$ cat config.mk
export PLATFORM = sky130hd
export DESIGN_NAME = onehot_rr_arbiter
export DESIGN_NICKNAME = d
export VERILOG_FILES = /design/src/rtl/arb_pkg.sv /design/src/rtl/rr_pick.sv /design/src/rtl/onehot_rr_arbiter.sv
export SDC_FILE = /design/constraint.sdc
export NUM_CORES = 1
export LEC_CHECK = 0
export CORE_UTILIZATION = 45
export CTS_CLUSTER_SIZE = 20
export DETAILED_ROUTE_END_ITERATION = 8
export PLACE_DENSITY = 0.79
export SYNTH_ARGS = -nofsm -noshare
export SYNTH_HDL_FRONTEND = slang
export SYNTH_HIERARCHICAL = 1
export SYNTH_SLANG_ARGS = --single-unit
$ cat constraint.sdc
create_clock -name i_clk -period 4.87 [get_ports i_clk]
set_clock_uncertainty 0.15 [all_clocks]
set_input_delay 0.7305 -clock i_clk [delete_from_list [all_inputs] [get_ports i_clk]]
set_output_delay 0.7305 -clock i_clk [all_outputs]
set_load 0.005 [all_outputs]
$ cat src/rtl/arb_pkg.sv
// rtl/arb_pkg.sv - shared constants and state type for the round-robin arbiter
package arb_pkg;
    localparam int N_REQ = 8;
    localparam int PTR_W = 3;
    localparam int TIMEOUT_CYCLES_DEFAULT = 15;

    typedef enum logic {
        IDLE  = 1'b0,
        GRANT = 1'b1
    } arb_state_t;
endpackage

$ cat src/rtl/rr_pick.sv
// rtl/rr_pick.sv - combinational round-robin winner select starting at ptr
module rr_pick
    import arb_pkg::*;
(
    input  logic [N_REQ-1:0] i_req,
    input  logic [PTR_W-1:0] i_ptr,
    output logic [PTR_W-1:0] o_winner,
    output logic             o_any
);
    logic [2*N_REQ-1:0] w_dbl;
    logic [N_REQ-1:0]   w_rot;
    logic [PTR_W-1:0]   w_idx;

    // Rotating right by ptr puts the highest-priority requester at bit 0.
    assign w_dbl = {i_req, i_req} >> i_ptr;
    assign w_rot = w_dbl[N_REQ-1:0];

    always_comb begin
        w_idx = '0;
        for (int i = N_REQ - 1; i >= 0; i--) begin
            if (w_rot[i]) w_idx = PTR_W'(i);
        end
    end

    assign o_winner = w_idx + i_ptr;
    assign o_any    = |i_req;
endmodule

$ cat src/rtl/onehot_rr_arbiter.sv
// rtl/onehot_rr_arbiter.sv - 8-way round-robin arbiter with held one-hot grant; watchdog under ARB_TIMEOUT_EN
module onehot_rr_arbiter
    import arb_pkg::*;
#(
    parameter int TIMEOUT_CYCLES = TIMEOUT_CYCLES_DEFAULT
) (
    input  logic             i_clk,
    input  logic             i_rst,
    input  logic [N_REQ-1:0] i_req,
    input  logic             i_done,
    output logic [N_REQ-1:0] o_grant,
    output logic             o_grant_valid,
    output logic             o_timeout
);
    arb_state_t       r_state;
    arb_state_t       w_next_state;
    logic [PTR_W-1:0] r_ptr;
    logic [PTR_W-1:0] r_idx;
    logic [N_REQ-1:0] r_grant;
    logic             r_timeout;
    logic [PTR_W-1:0] w_winner;
    logic             w_any;
    logic             w_expire;
    logic             w_release;

    rr_pick u_pick (
        .i_req    (i_req),
        .i_ptr    (r_ptr),
        .o_winner (w_winner),
        .o_any    (w_any)
    );

`ifdef ARB_TIMEOUT_EN
    localparam logic [7:0] WD_LAST = 8'(TIMEOUT_CYCLES - 1);
    logic [7:0] r_wdog;

    // A coincident done wins, so expiry only counts when done is low.
    assign w_expire = (r_state == GRANT) && !i_done && (r_wdog == WD_LAST);

    always_ff @(posedge i_clk) begin
        if (i_rst || r_state == IDLE) r_wdog <= 8'd0;
        else                          r_wdog <= r_wdog + 8'd1;
    end
`else
    assign w_expire = 1'b0;
`endif

    assign w_release = (r_state == GRANT) && (i_done || w_expire);

    always_comb begin
        w_next_state = r_state;
        case (r_state)
            IDLE:    if (w_any) w_next_state = GRANT;
            GRANT:   if (w_release) w_next_state = IDLE;
            default: w_next_state = IDLE;
        endcase
    end

    always_ff @(posedge i_clk) begin
        if (i_rst) r_state <= IDLE;
        else       r_state <= w_next_state;
    end

    always_ff @(posedge i_clk) begin
        if (i_rst) begin
            r_ptr     <= '0;
            r_idx     <= '0;
            r_grant   <= '0;
            r_timeout <= 1'b0;
        end else begin
            r_timeout <= 1'b0;
            if (r_state == IDLE && w_any) begin
                r_grant <= N_REQ'(1) << w_winner;
                r_idx   <= w_winner;
            end else if (w_release) begin
                r_grant   <= '0;
                r_ptr     <= r_idx + PTR_W'(1);
                r_timeout <= w_expire;
            end
        end
    end

    assign o_grant       = r_grant;
    assign o_grant_valid = |r_grant;
    assign o_timeout     = r_timeout;
endmodule
==> results.md <==
| Step | Metric | Reported |
| --- | --- | --- |
| critical path | Arrival time of the worst setup path | 4.09 ns |
| placement | Detailed placement HPWL | 1770 um |
| power | Cell leakage power | 0.498 nW |
| cts | Clock sink total | 15 |
| global routing | Busiest metal layer after global routing | met2 |
| sta | Number of endpoints failing setup at the final stage | 0 |
| sta | Total count of max-transition violations in the final report | 0 |
| global routing | Initial antenna violation count | 0 |
| global routing | Global-route wire length before repair | 3830 um |
| critical path | Required time at the worst-slack endpoint | 4.90 ns |
| sta | Post-route setup TNS | 0 ns |
| worst hold path | Hold Path Cell Cnt | 2 |
| logic synthesis | Number of distinct library cell variants in the gate-level netlist after synthesis | 41 |
| logic synthesis | Cells after Synth | 110 |
| cts | CTS-repair resized insts | 0 |
| logic synthesis | Post-synthesis area per instance | 10.2 um2 |
| floorplan | Total Die Area | 2690 um2 |
| cells and area | Top library cells by usage in the layout, fill and taps aside | sky130_fd_sc_hd__clkdlybuf4s50_1, sky130_fd_sc_hd__dfxtp_1, sky130_fd_sc_hd__nand2_1 |
| logic synthesis | Most common flop cell mapped by yosys | sky130_fd_sc_hd__dfxtp_1 |
| sta | Hold Slack | 0.321 ns |
| routing | Number of DRC markers in iteration 0 | 24 |
| routing | Number of search-and-repair iterations in the first detailed-routing pass | 4 |
| floorplan | Number of placement rows | 17 |
| floorplan | Die width | 51.9 um |
| logic synthesis | Part of the Yosys area used for sequential elements | 26.8% |
| critical path | Critical Setup Path Class | primary input to flop |
| cts | Clock-pin slew on the worst setup and hold paths | 0.09 ns |
| logic synthesis | Count of yosys warnings during synthesis | 6 |
| floorplan | Die Span Y | 51.9 um |
| global routing | Largest net degree at the start of global routing | 15 |
| global routing | Met1 track demand over resource in global routing | 24.3% |
| cells and area | Area growth from synthesis to final layout | 19.0% |
| logic synthesis | Area of the mapped netlist | 1120 um2 |
| sta | Pin slew with the least headroom to its limit | 0.525 ns |
| floorplan | Ports placed on the boundary | 21 |
| global routing | Grt ovf | 0 |
| cts | Maximum buffer depth of the clock tree | 2 |
| cts | Number of setup buffers added after CTS | 0 |
| critical path | CP Launch Type | primary input |
| floorplan | Initial core utilization | 49.3% |
| placement | Total placed instance area | 1310 um2 |
| critical path | Worst r2r path cells | 12 |
| cells and area | Final net count | 143 |
| logic synthesis | Async SR Flop Fraction | 0% |
| routing | Routed wirelength normalized by instance count | 14.3 um |
| cts | CTS Root Buffer Type | sky130_fd_sc_hd__clkbuf_4 |
| sta | Highest Clock Rate | 0.246 GHz |
| cts | # H-tree levels | 1 |
| cells and area | Ratio of cells with drive above 1 in the final layout | 14.1% |
| run | Reported max-cap violation count | 0 |
| cells and area | Share of the core filled with cells | 58.6% |
| cells and area | Most common cell after layout, fill and taps aside | sky130_fd_sc_hd__clkdlybuf4s50_1 |
| run status | Run status | finished clean |
| global routing | Total routing usage reported by global routing | 18.9% |
| worst hold path | Classification of the worst-slack hold path | flop to flop |
| placement | Global placer's final weighted congestion | 0.882 |
| sta | Unrepaired setup endpoints after global routing | no |
| power | P per Cell Area | 254 nW/um2 |
| sta | Final critical-path share of the clock period | 83.4% |
| routing | Wirelength, routed | 2230 um |
| cts | Latest clock arrival within the worst-skew pair | 0.28 ns |
| cells and area | Design area | 1330 um2 |
| logic synthesis | Number of synthesized register bits | 15 |
| critical path | Type of destination of the critical path | flop |
| sta | Max-Slew Margin vs Limit | 65.0% |
| cells and area | Number of antenna repair diodes | 0 |
| global routing | Met2 usage | 30.8% |
| cts | Number of clock buffers inserted by TritonCTS | 3 |
| floorplan | Core Box Area | 2280 um2 |
| cts | TritonCTS clock tree | done |
| power | Peak supply drop | 282 uV |
| routing | Routed vias | 954 |
| routing | Residual antenna-violating net count after detailed routing | 0 |
| sta | Final-report hold violation count | 0 |
| global routing | Met3 usage in global routing | 4.68% |
| placement | Count of buffers inserted at the top-level ports | 19 |
| logic synthesis | Number of enable-type register cells in the synthesized netlist | 0 |
| global routing | Number of global-route vias before repair | 872 |
| cts | Number of buffers inserted for hold repair after clock tree synthesis | 0 |
| routing | Per-cell via count in the routed design | 6.12 |
| logic synthesis | Nets in the synthesized netlist | 124 |
| critical path | Top fanout value on the critical path | 6 |
| sta | Final Critical Period | 4.06 ns |
| power | Final Total Pwr | 0.339 mW |
| routing | DRC violations left | 0 |
==> report_power, final <==
| part | switching [mW] | total, mW | internal [mW] | leakage [nW] |
|---|---|---|---|---|
| combinational | 0.0565 | 0.124 | 0.0677 | 0.358 |
| clock | 0.0386 | 0.0690 | 0.0304 | 0.0177 |
| sequential | 0.0131 | 0.146 | 0.133 | 0.122 |
| total | 0.108 | 0.339 | 0.231 | 0.498 |
==> Yosys cell counts (all sizes together), types with 2 or more instances <==
cell	instances	area (um2)
dfxtp	15	300
nand2	13	48.8
mux4	7	184
a21oi	6	30.0
nor2	6	22.5
buf	5	40.0
inv	5	18.8
mux2i	5	50.1
a22o	4	40.0
a32o	4	40.0
mux2	4	48.8
nor4	4	25.0
nor3	3	15.0
nor3b	3	33.8
a211oi	2	20.0
ha	2	25.0
nor2b	2	15.0
o211ai	2	15.0
xnor2	2	17.5
==> layer usage <==
| layer | up-vias | part of all wire [%] | wire [um] |
|---|---|---|---|
| met5 | - | 0 | 0 |
| met4 | 0 | 1.1 | 25 |
| met3 | 4 | 3.6 | 80 |
| met2 | 26 | 49 | 1100 |
| met1 | 456 | 46 | 1020 |
| li1 | 468 | - | - |
==> kinds of logic after synthesis <==
group,synth area share [%]
AND/OR/NAND/NOR,17.3
AO/OA/AOI/OAI,18.8
multiplexers,25.2
flip-flops,26.8
buffers and inverters,5.25
adder cells (fa/ha/maj),4.02
XOR/XNOR,2.34
other,0.335
==> state kept, by name, summed over array words and instances (netlist names) <==
register  flops
r_ptr         3
r_idx         3
o_grant       8
r_state       1
==> area by class of cell <==
cell class              instances  area (um2)
flip-flops and latches         15         300
multi-input cells              85         762
repair buffers                 19         190
inverters                       5        18.8
clock buffers                   3        22.5
well taps                      28        35.0
fillers                       195         942
clock inverters                 1        5.00
==> worst max-delay path, cell delays in order <==
cell and delay [ns]:
sky130_fd_sc_hd__clkdlybuf4s50_1 0.51, sky130_fd_sc_hd__mux4_1 0.57, sky130_fd_sc_hd__mux2i_1 0.25, sky130_fd_sc_hd__o311ai_0 0.20, sky130_fd_sc_hd__a21bo_2 0.25, sky130_fd_sc_hd__a31oi_1 0.17, sky130_fd_sc_hd__ha_1 0.16, sky130_fd_sc_hd__inv_1 0.05
sky130_fd_sc_hd__fa_1 0.37, sky130_fd_sc_hd__xnor2_1 0.14, sky130_fd_sc_hd__xnor2_1 0.16, sky130_fd_sc_hd__and3b_2 0.26, sky130_fd_sc_hd__a32o_1 0.26
==> per-stage QoR <==
| step | setup WS [ns] | cells |
|---|---|---|
| 6_report | 0.808 | 156 |
| 2_1_floorplan | 1.33 | 110 |
| 3_3_place_gp | 0.631 | 152 |
| 4_1_cts | 0.806 | 156 |
| 3_5_place_dp | 0.525 | 152 |
| 5_1_grt | 0.620 | 156 |
==> final timing paths <==
path	endpoint	from	slack [ns]
worst max register to register	o_grant[6]	r_ptr[0]	1.02
worst min-delay path	r_idx[1]	r_idx[1]	0.32
worst min register to register	r_idx[1]	r_idx[1]	0.32
worst max-delay path	o_grant[6]	i_req[0]	0.81
Power figures use the tool's default switching activity.
